$ cat config.mk
export PLATFORM = sky130hd
export DESIGN_NAME = fifo_rd_stream
export DESIGN_NICKNAME = d
export VERILOG_FILES = /design/src/rtl/fifo_rd_stream.sv
export SDC_FILE = /design/constraint.sdc
export NUM_CORES = 1
export LEC_CHECK = 0
export CORE_ASPECT_RATIO = 1.2
export CORE_MARGIN = 4
export CORE_UTILIZATION = 47
export DETAILED_ROUTE_END_ITERATION = 7
export GPL_TIMING_DRIVEN = 0
export HOLD_SLACK_MARGIN = 0.05
export PLACE_DENSITY = 0.76
export SYNTH_ARGS = -nofsm -noshare
export SYNTH_HDL_FRONTEND = slang
export SYNTH_SLANG_ARGS = --single-unit
$ cat constraint.sdc
create_clock -name clk -period 2.1 [get_ports clk]
set_clock_uncertainty 0.2 [all_clocks]
set_input_delay 0.21 -clock clk [delete_from_list [all_inputs] [get_ports clk]]
set_output_delay 0.21 -clock clk [all_outputs]
set_load 0.03 [all_outputs]
$ cat src/rtl/fifo_rd_stream.sv
// fifo_rd_stream: read-side drainer for the synchronous FIFO.
// Issues fifo_rd_en, captures the FIFO's registered data_out one clock later
// into a 3-entry skid buffer, and presents words in order on a valid/ready stream.
// Also keeps a sticky underflow flag and counts delivered words.
//
// Stream handshake: a word transfers on any rising edge where m_valid and
// m_ready are both high. Once m_valid is raised it stays high, and m_data
// stays stable, until that transfer happens. m_ready may toggle freely.
// m_valid does not depend on m_ready, and fifo_rd_en depends only on
// registers and the FIFO flags. There is no combinational path from m_ready
// to fifo_rd_en.
module fifo_rd_stream #(
  parameter int FIFO_WIDTH = 16,
  parameter int CNT_WIDTH  = 16
) (
  input  logic                  clk,
  input  logic                  rst,
  input  logic                  en,
  output logic                  fifo_rd_en,
  input  logic [FIFO_WIDTH-1:0] fifo_data_out,
  input  logic                  fifo_empty,
  input  logic                  fifo_underflow,
  output logic                  m_valid,
  output logic [FIFO_WIDTH-1:0] m_data,
  input  logic                  m_ready,
  output logic                  busy,
  output logic [CNT_WIDTH-1:0]  rd_count,
  output logic                  underflow_err,
  input  logic                  clr_err,
  output logic [1:0]            state_dbg
);

  typedef enum logic [1:0] {
    IDLE = 2'd0,
    RUN  = 2'd1,
    STOP = 2'd2
  } state_t;

  state_t                  state;
  state_t                  state_nxt;

  // Skid buffer storage and bookkeeping.
  logic [FIFO_WIDTH-1:0]   mem [0:2];
  logic [1:0]              rd_ptr;
  logic [1:0]              wr_ptr;
  logic [1:0]              occ;
  logic                    inflight;

  logic                    push;
  logic                    pop;
  logic [2:0]              pending;

  // Advance a buffer pointer, wrapping 2 -> 0.
  function automatic logic [1:0] next_ptr(input logic [1:0] p);
    return (p == 2'd2) ? 2'd0 : p + 2'd1;
  endfunction

  // Words already committed to the buffer: those stored plus the one in flight.
  assign pending = {1'b0, occ} + {2'b00, inflight};

  // Only issue a read when a buffer slot is guaranteed for the returning word.
  assign fifo_rd_en = (state == RUN) & ~fifo_empty & (pending < 3'd3);

  // The FIFO data returned for last cycle's read is written now; a pop happens on handshake.
  assign push = inflight;
  assign pop  = m_valid & m_ready;

  // Stream outputs come straight from the buffer head.
  assign m_valid   = (occ != 2'd0);
  assign m_data    = (occ != 2'd0) ? mem[rd_ptr] : '0;
  assign busy      = (state != IDLE);
  assign state_dbg = state;

  // FSM state register.
  always_ff @(posedge clk or posedge rst) begin
    if (rst) begin
      state <= IDLE;
    end else begin
      state <= state_nxt;
    end
  end

  // FSM next-state: STOP keeps delivering until nothing is buffered or in flight.
  always_comb begin
    state_nxt = state;
    case (state)
      IDLE: begin
        if (en) state_nxt = RUN;
      end
      RUN: begin
        if (!en) state_nxt = STOP;
      end
      STOP: begin
        if (en) begin
          state_nxt = RUN;
        end else if ((occ == 2'd0) && !inflight) begin
          state_nxt = IDLE;
        end
      end
      default: state_nxt = IDLE;
    endcase
  end

  // Track the read issued last cycle so its data is captured on this edge.
  always_ff @(posedge clk or posedge rst) begin
    if (rst) begin
      inflight <= 1'b0;
    end else begin
      inflight <= fifo_rd_en;
    end
  end

  // Skid buffer entries: the returning word goes into the tail slot.
  always_ff @(posedge clk or posedge rst) begin
    if (rst) begin
      for (int i = 0; i < 3; i++) begin
        mem[i] <= '0;
      end
    end else if (push) begin
      mem[wr_ptr] <= fifo_data_out;
    end
  end

  // Skid buffer pointers and occupancy; simultaneous push and pop leave occ unchanged.
  always_ff @(posedge clk or posedge rst) begin
    if (rst) begin
      rd_ptr <= 2'd0;
      wr_ptr <= 2'd0;
      occ    <= 2'd0;
    end else begin
      if (push) wr_ptr <= next_ptr(wr_ptr);
      if (pop)  rd_ptr <= next_ptr(rd_ptr);
      case ({push, pop})
        2'b10:   occ <= occ + 2'd1;
        2'b01:   occ <= occ - 2'd1;
        default: occ <= occ;
      endcase
    end
  end

  // Delivered-word counter, wraps naturally at its width.
  always_ff @(posedge clk or posedge rst) begin
    if (rst) begin
      rd_count <= '0;
    end else if (pop) begin
      rd_count <= rd_count + CNT_WIDTH'(1);
    end
  end

  // Sticky underflow flag; a new underflow wins over a same-cycle clear.
  always_ff @(posedge clk or posedge rst) begin
    if (rst) begin
      underflow_err <= 1'b0;
    end else if (fifo_underflow) begin
      underflow_err <= 1'b1;
    end else if (clr_err) begin
      underflow_err <= 1'b0;
    end
  end

endmodule

# Word-level counts from Yosys, hierarchy flattened
# Index checks and enable logic that the tools add are counted.
# word_totals
elab_cells	62
ff_bits	74
input_bits	23
# classes
magnitude_cmp	4
reduce_logical	10
n_eq_ne	9
n_mux	17
n_bitwise	6
add_sub_neg	6
# ops
operator	n
16-bit two-way mux	4
48-bit bitwise mux	1
16-bit binary-select mux with 2-bit select	1
16-bit demux with 2-bit select	1
16-bit by 1-bit adder with 16-bit output (second input constant)	1
2-bit two-way mux	6
2-bit == test (second input constant)	4
2-bit nonzero test	4
2-bit by 1-bit adder with 2-bit output (second input constant)	3
3-bit >= comparator (second input constant)	2
2-bit inverter with 3-bit output	2
2-bit one-hot mux with 3 select lines	1
2-bit by 1-bit == test with 1-bit output (second input constant)	2
2-bit logical NOT	2
2-bit inequality test (second input constant)	2
2-bit one-hot mux with 2 select lines	1
2-bit by 1-bit adder with 3-bit output	1
1-bit AND	3
3-bit by 1-bit < comparator with 1-bit output (second input constant)	1
3-bit by 2-bit < comparator with 1-bit output (second input constant)	1
3-bit inequality test (second input constant)	1
3-bit AND reduction	1
1-bit logical AND	2
1-bit two-way mux	2
3 further kinds	3

# Longest topological paths before layout
# Gate-level depths: netlist of the first run.
# logic_depth
ltp_word	6
mapped_depth	6

# Worst setup path before layout of the first run
# OpenSTA, ideal clock, no wires.
# synth_timing
path_kind	reg-to-reg
from	register occ[0]
to	register inflight
path_buffers	0
slack_ns	-0.962
t_required_ns	1.608
setup_time_ns	0.292
path_stages_with_launch	4
arrival_ns	2.569
cell_sequence	dfrtp_1 ha_1 ha_1 a2111oi_0
# synth_between
elab_chain_cells	3
# synth_rtl
item	line_no	text
start, declared	46	logic [1:0] occ;
start signal, assigned	134	2'b10: occ <= occ + 2'd1;
start signal, assigned	135	2'b01: occ <= occ - 2'd1;
2-bit by 1-bit adder with 3-bit output	59	assign pending = {1'b0, occ} + {2'b00, inflight};
3-bit by 2-bit < comparator with 1-bit output	62	assign fifo_rd_en = (state == RUN) & ~fifo_empty & (pending < 3'd3);
1-bit AND	62	
named net fifo_rd_en	19	output logic fifo_rd_en,
end signal, assigned	109	inflight <= fifo_rd_en;
end, declared	47	logic inflight;
# The timed path passes the listed nets, and every way through them passes these cells.
# A chain may end at the register's enable or synchronous reset.

# Worst setup path in the final report of the first run
# layout_timing
from	register inflight
to	output port fifo_rd_en
# layout_between
elab_chain_cells	3
# layout_rtl
item	line_no
2-bit by 1-bit adder with 3-bit output	59
3-bit by 2-bit < comparator with 1-bit output	62
1-bit AND	62
end, declared	19
# No other way between the ends.

==> flow_summary.yaml, run 1 <==
timing:
  final_critical_path_setup_slack_ps: 8.01
  layout_min_cycle_time_ps: 2090
  timing.max_slew.rel_slack_pct: 40.9
  grt_setup_unrepaired: "yes"
  slew_viol_final: 0
  timing.setup.tns_ps: 0
  timing.final.crit_share_pct: 99.6
  setup_viol: 0
  max_freq_mhz: 478
  max_slew.worst_pin.slew_ps: 885
  hold_viol_final: 0
layout:
  antenna_cells_inserted: 0
  area_growth_syn_to_layout_pct: 29.7
  final_net_count: 382
  fillCellCount: 547
  final_cell_area_um2: 4400
  drive_above_1_share_pct: 33.1
  utilization_pct: 63.4
cts:
  h-tree-depth: 3
  clock_tree.root_cell: "sky130_fd_sc_hd__clkbuf_8"
  clk_path_buf_depth: 2
  worst_setup_hold_path_clk_slew_ps: 80
  tritoncts.num_buffers: 9
  clk_lat_worst_skew_ps: 340
  cts_tree: "built"
  cts.sinks: 74
  postCtsHoldBufs: 0
synth:
  post_synth_net_total: 306
  ys_seq_area_share_pct: 54.6
  synth-warning-count: 0
  synth_area_um2: 3390
  synth-compound-area-share_pct: 4.83
  synth.cells.most_frequent: "sky130_fd_sc_hd__dfrtp_1, sky130_fd_sc_hd__mux2_2, sky130_fd_sc_hd__nand2_1"
  synth_top_family_by_area: "multiplexers"
  postSynthRegisterBits: 74
  syn_avg_cell_area_um2: 12.2
  area_contributors_post_synth: "sky130_fd_sc_hd__dfrtp_1, sky130_fd_sc_hd__mux2_2, sky130_fd_sc_hd__mux2i_1"
  mapped_cells: 279
  synth-adder-area-share_pct: 1.48
  netlist.top_cell.by_area: "sky130_fd_sc_hd__dfrtp_1"
  synthSimpleGateAreaFrac_pct: 11.1
  synth_xor_xnor_area_share_pct: 4.65
  ys.flop_type: "sky130_fd_sc_hd__dfrtp_1"
  synth_enable_flop_cells: 0
  synthMuxAreaShare_pct: 20.7
  library_cell_with_the_highest_instance_count_after_synthesis: "sky130_fd_sc_hd__dfrtp_1"
  ys_async_sr_fraction_pct: 100
  synth.lib_cells_used.distinct: 33
  area_share_of_the_leading_cell_type_in_the_synthesized_netlist_pct: 54.6
critical_path:
  timing.reg2reg.setup_slack_ps: 110
  timing.critical_path.slowest_cell_delay_ps: 410
  worst-endpoint-arrival_ps: 1680
  cp_cell_sequence: "ha_2, ha_4, a2111oi_4, buf_4"
  timing.critical_path.to_type: "output pin"
  required_ps: 1690
  timing.critical_path.fanout_max: 3
  setup.worst_path.class: "register to output pin"
  worst_setup_sp_type: "register"
  critical-path-slowest-cell: "sky130_fd_sc_hd__dfrtp_1"
hold_path:
  holdCritPathClass: "input pin to async pin"
status:
  result_of_the_run: "complete, no violations"
detailed_routing:
  totalWireLength_um: 7080
  vias: 2363
  detail_route_antenna_nets: 0
  route.detailed.wl_per_inst_um: 15.9
  drt_pass1_iterations: 4
  first_drt_iteration_drcs: 86
  routed_via_density: 5.30
  drc: 0
power:
  power_per_cell_area_nw_per_um2: 1550
  leakagePower_nw: 1.91
  irDropWorstVdd_uv: 892
floorplan:
  die_height_um: 101
  floorplan.initialDensity_pct: 48.9
  die_w_um: 85.5
  coreArea_um2: 6940
  die_area_um2: 8640
  row_count: 33
  io-pin-count: 61
placed_design:
  finalWeightedCongestion: 0.768
  placement.io_buffers: 60
  dpl_worst_slack_ps: -552
  dpl.hpwl_um: 4890
  detailed_place.area_um2: 4140
global_route:
  via_count_of_the_first_global_routing_pass: 2371
  global_route_wire_length_before_repair_um: 11600
  grtUsageTotal_pct: 17.2
  gr_overflow_total: 0
  grt_antenna_before_repair: 0
  grt_max_degree: 41
job:
  cap_violations: 0
[final cells by class]
cell class | count | area (um2) | area share [%]
clock inverters | 4 | 27.5 | 0.626
clock buffers | 11 | 151 | 3.44
well taps | 87 | 109 | 2.48
multi-input cells | 183 | 1520 | 34.7
plain buffers | 11 | 93.8 | 2.13
repair buffers | 69 | 604 | 13.7
inverters | 7 | 31.3 | 0.711
flip-flops and latches | 74 | 1860 | 42.2
[cell usage in the layout (no fill, tap or decap), drive strengths merged, types with 5 or more instances in the layout]
cell            n
buf            28
nand2          26
and2           16
clkdlybuf4s50  42
mux2           48
nor2            5
dfrtp          74
clkbuf         20
inv             5
o22ai          15
o21ai           6
xor2            7
mux2i          16
nand3           8
xnor2          11
[worst max-delay path, delay by kind of cell, from the launching register on]
kind | cells | cell delay [ps]
adders and majority gates | 2 | 430
DFF | 1 | 410
AOI/OAI and AO/OA | 1 | 300
buffers and inverters | 1 | 220
[flip-flops by register name (all words and copies together), names as in the netlist]
name and cells:
underflow_err 1, rd_count 16, occ 2, mem 48
wr_ptr 2, state_dbg 2, rd_ptr 2, inflight 1
[layer usage]
metal	wire (um)	GRT usage, %	vias to the layer above
met4	68	5.12	0
li1	-	-	1120
met5	0	0	-
met3	282	3.92	6
met1	3100	22.2	1189
met2	3630	29.0	48
[cell families (layout without fill, tap and decap cells)]
group,after synthesis,in the layout
AND/OR/NAND/NOR,71,71
buffers and inverters,22,102
flip-flops,74,74
multiplexers,64,64
adder cells (fa/ha/maj),4,4
XOR/XNOR,18,18
AO/OA/AOI/OAI,26,26
[metrics by stage]
stage / hold WS (ps) / total power, mW / cells
finish: 188 / 6.80 / 446
global route: 218 / 7.24 / 446
CTS: 209 / 6.80 / 444
detailed placement: 269 / 5.82 / 427
global placement: 262 / 5.72 / 426
floorplan: 73.1 / 4.64 / 279
[path summary, 6_finish.rpt]
check / start / to / cells after the start
setup / recovery: inflight / fifo_rd_en / 4
hold / removal: rst / mem[2] / 2
setup reg to reg: inflight / mem[9] / 5
hold reg to reg: rd_count[15] / rd_count[15] / 1
max in group asynchronous: rst / mem[30] / 3
min in group clk: clr_err / underflow_err / 3
[report_power, final]
part | internal [mW] | switching (mW)
combinational | 1.56 | 1.81
sequential | 2.03 | 0.400
clock | 0.484 | 0.512
total | 4.07 | 2.72
[repair_timing]
item	4_1_cts	5_1_grt
cloned	0	0
pin swaps	1	1
setup endpoints to repair	27	31
buffers inserted	5	3
resized for setup	100	24
(Power assumes the default switching activity.)
==> inputs of run 2 (changes only) <==
--- a/config.mk
+++ b/config.mk
@@ -5,13 +5,14 @@
 export SDC_FILE = /design/constraint.sdc
 export NUM_CORES = 1
 export LEC_CHECK = 0
+export ABC_AREA = 1
 export CORE_ASPECT_RATIO = 1.2
 export CORE_MARGIN = 4
-export CORE_UTILIZATION = 47
+export CORE_UTILIZATION = 45
 export DETAILED_ROUTE_END_ITERATION = 7
 export GPL_TIMING_DRIVEN = 0
 export HOLD_SLACK_MARGIN = 0.05
-export PLACE_DENSITY = 0.76
+export PLACE_DENSITY = 0.73
 export SYNTH_ARGS = -nofsm -noshare
 export SYNTH_HDL_FRONTEND = slang
 export SYNTH_SLANG_ARGS = --single-unit
==> run 2 against run 1 <==
Synthesized cell count is 51% higher. Count of clock-buffer cells in the layout is 2 lower. Setup slack better by 27 ps. Largest cell class unchanged. Critical endpoint is now m_data[14]. Die area is 5.3% higher. Highest routed layer unchanged. Routed wire length is 16% higher. First-iteration DRC count is 140% higher. Non-clock buffer count is 11 higher. Maximum frequency is 1.3% higher. Register-to-register slack worse by 70 ps. Cell count is 35% higher.
==> flow_summary.yaml, run 2 <==
synth:
  synth_enable_flop_cells: 0
  synth-warning-count: 0
  synth.lib_cells_used.distinct: 23
  library_cell_with_the_highest_instance_count_after_synthesis: "sky130_fd_sc_hd__nand2_1"
  ys_async_sr_fraction_pct: 100
  synth.cells.most_frequent: "sky130_fd_sc_hd__nand2_1, sky130_fd_sc_hd__dfrtp_1, sky130_fd_sc_hd__o21ai_0"
  synth_area_um2: 3430
  syn_avg_cell_area_um2: 8.18
  ys_seq_area_share_pct: 53.9
  area_contributors_post_synth: "sky130_fd_sc_hd__dfrtp_1, sky130_fd_sc_hd__nand2_1, sky130_fd_sc_hd__o21ai_0"
  mapped_cells: 420
  post_synth_net_total: 447
  area_share_of_the_leading_cell_type_in_the_synthesized_netlist_pct: 53.9
  ys.flop_type: "sky130_fd_sc_hd__dfrtp_1"
  postSynthRegisterBits: 74
  netlist.top_cell.by_area: "sky130_fd_sc_hd__dfrtp_1"
placed_design:
  dpl.hpwl_um: 5710
  finalWeightedCongestion: 0.808
  placement.io_buffers: 60
  detailed_place.area_um2: 4190
  post-place-cells: 572
  dpl_worst_slack_ps: -350
layout:
  area_growth_syn_to_layout_pct: 31.1
  largest_register_ffs: 48
  utilization_pct: 61.2
  drive_above_1_share_pct: 14.8
  largest_register: "mem"
  layout_commonest_cell: "sky130_fd_sc_hd__nand2_1"
  final_net_count: 535
  layout_top_registers: "mem (48), rd_count (16)"
  instances_no_fill: 603
  most-common-layout-cells: "sky130_fd_sc_hd__nand2_1, sky130_fd_sc_hd__dfrtp_1, sky130_fd_sc_hd__o21ai_0"
  antenna_cells_inserted: 0
  final_cell_area_um2: 4500
global_route:
  grtUsageTotal_pct: 18.8
  gr_overflow_total: 0
  global_route_wire_length_before_repair_um: 13700
  grt_antenna_before_repair: 0
  grt_max_degree: 35
  via_count_of_the_first_global_routing_pass: 3058
detailed_routing:
  vias: 2949
  drc: 0
  detail_route_antenna_nets: 0
  drt_pass1_iterations: 4
  totalWireLength_um: 8200
  route.detailed.wl_per_inst_um: 13.6
  routed_via_density: 4.89
  first_drt_iteration_drcs: 209
critical_path:
  timing.reg2reg.setup_slack_ps: 40
  worst_r2r_path_cells: 8
  path_depth: 8
  worstPathBufferInverterCount: 4
  timing.critical_path.to_type: "output pin"
  worst_path_top_cell_family_by_delay: "buffers and inverters"
  worst_setup_sp_type: "register"
  cp_cell_sequence: "buf_4, nor2_4, buf_6, nand2_1, nand3_1, nand2_1, inv_2, buf_6"
  timing.critical_path.fanout_max: 10
  timing.critical_path.slowest_cell_delay_ps: 440
  critical-path-slowest-cell: "sky130_fd_sc_hd__dfrtp_2"
  worst-endpoint-arrival_ps: 1660
  setup.worst_path.class: "register to output pin"
  required_ps: 1690
timing:
  slew_viol_final: 0
  setup_viol: 0
  max_freq_mhz: 484
  final_critical_path_setup_slack_ps: 34.5
  hold_viol_final: 0
  timing.max_slew.rel_slack_pct: 60.4
  grt_setup_unrepaired: "yes"
  max_slew.worst_pin.slew_ps: 594
  timing.final.crit_share_pct: 98.4
  layout_min_cycle_time_ps: 2070
status:
  result_of_the_run: "complete, no violations"
cts:
  tritoncts.num_buffers: 9
  clk_path_buf_depth: 2
  h-tree-depth: 3
  cts_tree: "built"
  clock_tree.root_cell: "sky130_fd_sc_hd__clkbuf_8"
  cts.sinks: 74
  worst_setup_hold_path_clk_slew_ps: 80
  clk_lat_worst_skew_ps: 350
floorplan:
  row_count: 34
  floorplan.initialDensity_pct: 46.7
  io-pin-count: 61
  die_w_um: 87.8
  die_area_um2: 9100
  coreArea_um2: 7360
  die_height_um: 104
power:
  irDropWorstVdd_uv: 967
  design_power_total_mw: 6.72
  power_per_cell_area_nw_per_um2: 1490
  leakagePower_nw: 2.25
hold_path:
  holdCritPathClass: "input pin to register"
  holdPathStages: 3
job:
  cap_violations: 0
-- run 2: cell types whose count changed after synthesis, sizes merged, moves of 16 or more --
| cell | change |
|---|---|
| nand2 | +125 |
| o21ai | +49 |
| mux2 | -48 |
| inv | +44 |
| nor2 | +20 |
| mux2i | -16 |
| nand3 | +16 |
-- run 2: path summary, 6_finish.rpt --
path / start / end
max in group asynchronous: rst / inflight
worst min register to register: mem[7] / mem[7]
worst min-delay path: en / state_dbg[0]
worst max register to register: occ[0] / occ[1]
worst max-delay path: rd_ptr[0] / m_data[14]
min in group asynchronous: rst / rd_count[14]
-- run 2: layout make-up --
class	instances	area, um2
multi-input cells	282	1350
flip-flops and latches	74	1860
well taps	90	113
inverters	50	191
fillers	670	2860
plain buffers	14	82.6
clock inverters	7	46.3
repair buffers	77	746
clock buffers	9	124
-- run 2: worst reg2reg max path: cells and delay by family (launching register included) --
family,cells,cell delay (ps)
xor gates and xnor gates,1,170
adders and majority gates,1,300
AOI/OAI and AO/OA,2,270
and+or+nand+nor,2,280
DFF,1,420
buffers and inverters,2,290
-- run 2: repair_timing --
action | in CTS | in global routing
hold buffers | 1 | 0
setup endpoints to repair | 18 | 17
endpoints found under the hold margin | 8 | 0
pin swaps | 3 | 2
gates cloned | 0 | 1
resized for setup | 95 | 45
setup buffers | 8 | 5
-- run 2: metal layers --
metal  track usage (%)  wire (um)  vias up  part of all wire [%]
met1              23.4       3480     1386                    42
met2              32.3       4210       77                    51
met5                 0          0        -                     0
met3              3.02        442        8                   5.4
met4              6.69         66        0                  0.80
li1                  -          -     1478                     -
-- run 2: where the power goes --
part | switching [mW] | internal, mW | leakage [nW]
Combinational | 1.98 | 1.36 | 1.27
Sequential | 0.377 | 2.02 | 0.900
Clock | 0.559 | 0.423 | 0.0810
-- run 2: kinds of logic (layout without fill, tap and decap cells) --
group,count (synthesis),after routing,share of synthesized area [%]
xor+xnor,11,11,2.81
buf+inv,64,157,7.58
simple gates,209,209,25.7
compound gates,58,58,8.52
fa+ha+maj,4,4,1.46
flops,74,74,53.9
-- run 2: metrics by stage --
step | hold WS, ps | setup TNS [ps]
6_report | 215 | 0
5_1_grt | 208 | -339
4_1_cts | 209 | 0
3_5_place_dp | 274 | -4030
3_3_place_gp | 266 | -6060
2_1_floorplan | 81.6 | 0
==> edit 1 (flow settings as in run 1) <==
Register the output `underflow_err` once more, with the module's reset; this adds one clock of latency there. The other outputs are not delayed to match.
--- a/src/rtl/fifo_rd_stream.sv
+++ b/src/rtl/fifo_rd_stream.sv
@@ -36,4 +36,6 @@
     STOP = 2'd2
   } state_t;
+
+  logic underflow_err_s0;
 
   state_t                  state;
@@ -151,9 +153,17 @@
   always_ff @(posedge clk or posedge rst) begin
     if (rst) begin
-      underflow_err <= 1'b0;
+      underflow_err_s0 <= 1'b0;
     end else if (fifo_underflow) begin
-      underflow_err <= 1'b1;
+      underflow_err_s0 <= 1'b1;
     end else if (clr_err) begin
-      underflow_err <= 1'b0;
+      underflow_err_s0 <= 1'b0;
+    end
+  end
+
+  always_ff @(posedge clk or posedge rst) begin
+    if (rst) begin
+      underflow_err <= '0;
+    end else begin
+      underflow_err <= underflow_err_s0;
     end
   end
Check against the original RTL: not equivalent (Yosys sat finds a counterexample within 4 cycles, from zero or initial values and one cycle with rst high).
==> edit 1 against run 1 <==
  * The flow now finishes with violations (negative setup slack)
  * Setup slack lost 0.0090 ns
  * Sequential cell count is 1 higher
  * Power increased by 5.0%
  * Critical path depth unchanged
  * Area after synthesis up 0.74%
  * Wire length increased by 0.61%
  * Cell area increased by 2.1%
  * Die area rose by 0.67%
  * Count of clock-buffer cells in the layout decreased by 1
  * Global-route usage hardly changed
  * Critical endpoint unchanged
  * Largest cell class unchanged
  * Highest routed layer unchanged
==> edit 1: results (changes against run 1) <==
.. list-table::
   :header-rows: 1

   * - Metric
     - Value
   * - Placer Congestion
     - 0.7496 (-2.4%)
   * - Design Area, Final
     - 0.004489 mm2 (+2.1%)
   * - Leading cell types by total area after synthesis
     - dfrtp_1 (55%), mux2_2 (15%), mux2i_1 (4.7%)
   * - Post-route worst setup slack
     - -0.0009532 ns (-0.008968 ns)
   * - Number of nets in the synthesized netlist
     - 307 (+0.33%)
   * - Number of global-route vias before repair
     - 2442 (+3.0%)
   * - Worst reg2reg setup slack
     - 0.08 ns (-0.03 ns)
   * - Worst path slowest cell
     - dfrtp_2
   * - Mapped Avg Cell Area
     - 12.20 um2 (+0.38%)
   * - First-pass GRT wire length
     - 11830 um (+1.8%)
   * - Net count reported at finish
     - 383 (+0.26%)
   * - Buffers inserted by post-CTS timing repair
     - 3 (-2)
   * - # setup viols final
     - 1 (+1)
   * - Number of filler cells placed in the layout
     - 544 (-0.55%)
   * - Cell Area, Placed
     - 0.004168 mm2 (+0.60%)
   * - Largest net degree at the start of global routing
     - 40 (-2.4%)
   * - Finished Layout Cells
     - 448 (+0.45%)
   * - Leakage power of the design
     - 1.951 nW (+2.3%)
   * - Iter 0 DRT Violations
     - 87 (+1.2%)
   * - Drt wl/cell
     - 15.90 um (+0.16%)
   * - End of the worst register-to-register path
     - mem[3]
   * - Layout cell share with drive strength beyond 1
     - 33.24% (+0.093 points)
   * - Maximum VDD drop
     - 1009 uV (+13%)
   * - Status
     - finished, violations left
   * - Post_cts resized
     - 99 (-1.0%)
   * - CP Max Fanout
     - 5 (+2)
   * - Kind of cell adding the most delay to the critical path
     - flip-flops
   * - Per-cell via count in the routed design
     - 5.283 (-0.28%)
   * - Violations in the final reports
     - negative setup slack
   * - List of most frequent post-synthesis cells
     - dfrtp_1 (75), mux2_2 (47), nand2_1 (26)
   * - Worst-case hold slack
     - 0.1740 ns (-0.01353 ns)
-- edit 1: cell count changes after synthesis --
cell and delta:
dfrtp_1 +1
-- edit 1: cell type report --
type	count	area share [%]
plain buffers	12	2.146
multi-input cells	183	34.09
clock inverters	6	1.784
well taps	87	2.425
inverters	7	0.6968
flip-flops and latches	75	41.95
clock buffers	10	2.843
repair buffers	68	14.07
-- edit 1: cell families (layout without fill, tap and decap cells) --
| group | after synthesis | count (layout) | share of synthesized area, % |
|---|---|---|---|
| buf+inv | 22 | 103 | 2.600 |
| compound gates | 26 | 26 | 4.798 |
| fa+ha+maj | 4 | 4 | 1.465 |
| simple gates | 71 | 71 | 11.06 |
| xor+xnor | 18 | 18 | 4.615 |
| flops | 75 | 75 | 54.95 |
| mux | 64 | 64 | 20.51 |
-- edit 1: worst register-to-register path, cell delays in order, from the launching register on --
cell      delay, ns
dfrtp_2        0.45
inv_2          0.12
or3_1          0.12
clkbuf_1       0.36
buf_4          0.29
mux2_2         0.36
-- edit 1: stage by stage --
stage	worst slack [ns]	setup TNS, ns
after global placement	-0.5806	-10.71
after CTS	-0.06279	-0.2229
after detailed placement	-0.5667	-9.052
final	-0.0009532	-0.0009532
after global routing	-0.07577	-0.1832
after floorplan	0.1134	0
-- edit 1: routing by layer --
layer / GRT usage, % / vias to the layer above / part of all wire (%)
met2: 29.07 / 57 / 51
li1: - / 1127 / -
met4: 6.821 / 0 / 1.3
met5: 0 / - / 0
met3: 3.092 / 8 / 4.6
met1: 22.20 / 1175 / 43
-- edit 1: power breakdown --
part           leakage (nW)  internal (mW)  switching, mW  total (mW)
Clock                 0.110          0.661          0.506        1.17
Sequential            0.907           2.05          0.426        2.48
Combinational         0.934           1.68           1.80        3.49
Total                  1.95           4.40           2.74        7.13
==> edit 2 (settings of run 1) <==
Without the edit above. Change the parameter `CNT_WIDTH` from 16 to 18.
--- a/src/rtl/fifo_rd_stream.sv
+++ b/src/rtl/fifo_rd_stream.sv
@@ -12,5 +12,5 @@
 module fifo_rd_stream #(
   parameter int FIFO_WIDTH = 16,
-  parameter int CNT_WIDTH  = 16
+  parameter int CNT_WIDTH  = 18
 ) (
   input  logic                  clk,
Interface: changed (resized rd_count); port bits go from 61 to 63. No check against the original RTL was run, so the function may have changed too.
==> edit 2 against run 1 <==
  * The flow now finishes with violations (negative setup slack)
  * Non-clock buffer count grew 4
  * Sequential power grew 2%
  * Setup slack lost 0.034 ns
  * Power grew 4.8%
  * Area after synthesis grew 4.0%
  * Sequential cell count grew 2
  * Count of clock-buffer cells in the layout grew 1
  * Cell area grew 4.8%
  * Hold slack lost 0.042 ns
  * Wire length grew 2.9%
==> edit 2: results (changes against run 1) <==
.. list-table::
   :header-rows: 1

   * - Metric
     - Value
   * - Clock buffer count in the final layout
     - 12 (+1)
   * - Violations in the final reports
     - negative setup slack
   * - Status
     - finished, violations left
   * - Routed wire length
     - 7289 um (+2.9%)
   * - Iter 0 DRT Violations
     - 90 (+4.7%)
   * - Post-route worst setup slack
     - -0.02581 ns (-0.03382 ns)
   * - Worst slack at placement
     - -0.4718 ns (+0.08030 ns)
   * - Met3 wire len
     - 414 um (+47%)
   * - Number of global-route vias before repair
     - 2426 (+2.3%)
   * - Biggest registers after layout
     - mem: 48 flops, rd_count: 18 flops
   * - Met1 track utilization from global routing
     - 23.48% (+1.2 points)
   * - Global router's overall resource usage
     - 17.40% (+0.16 points)
   * - Leading cell types by total area after synthesis
     - dfrtp_1 (54%), mux2_2 (12%), mux2i_1 (4.5%)
   * - Placer Congestion
     - 0.7257 (-5.6%)
   * - Maximum VDD drop
     - 1008 uV (+13%)
   * - Leakage power of the design
     - 2.014 nW (+5.6%)
   * - Kind of cell adding the most delay to the critical path
     - flip-flops
   * - Longest individual stage delay on the worst path
     - 0.45 ns (+0.04 ns)
   * - Mapped Avg Cell Area
     - 12.64 um2 (+4.0%)
   * - Area grow syn2layout
     - 30.66%
   * - Net count reported at finish
     - 386 (+1.0%)
   * - Largest net degree at the start of global routing
     - 43 (+4.9%)
   * - # setup viols final
     - 1 (+1)
   * - Clock tree cell share of total cell area
     - 3.259% (-0.81 points)
   * - Unique masters post-synth
     - 34 (+3.0%)
   * - Placed wire-length estimate after detailed placement
     - 4855 um (-0.67%)
   * - Drt wl/cell
     - 16.09 um (+1.3%)
   * - Area of the multi-input gates
     - 0.001598 mm2 (+4.8%)
   * - Worst-case hold slack
     - 0.1460 ns (-0.04153 ns)
   * - Number of register bits inferred by synthesis
     - 76 (+2.7%)
   * - Sum Neg Setup Slack
     - -0.02581 ns (-0.02581 ns)
[edit 2: changes by cell type after synthesis, sizes merged, moves of 2 or more]
cell	before	now
nand2	26	22
buf	6	9
xnor2	11	15
nor2	5	3
dfrtp	74	76
clkbuf	9	6
xor2	7	5
[edit 2: power by group through the flow]
stage               combinational (mW)  clock, mW  sequential [mW]
finish                            3.71      0.923             2.49
global route                      3.98       1.01             2.57
CTS                               3.46      0.943             2.47
detailed placement                3.50          0             2.47
global placement                  3.44          0             2.43
floorplan                         2.30          0             2.50
[edit 2: cell families (layout without fill, tap and decap cells)]
family	count (synthesis)	in the layout	share of synthesized area, %
flip-flops	76	76	53.94
AND/OR/NAND/NOR	67	67	10.97
multiplexers	65	65	21.26
AO/OA/AOI/OAI	26	26	4.613
buffers and inverters	21	105	2.838
XOR/XNOR	20	20	4.968
adder cells (fa/ha/maj)	4	4	1.420
[edit 2: timing repair]
item,CTS,global route
pin swaps,3,0
cloned,0,1
setup buffers,3,4
gates resized for setup,105,21
setup endpoints to repair,18,26
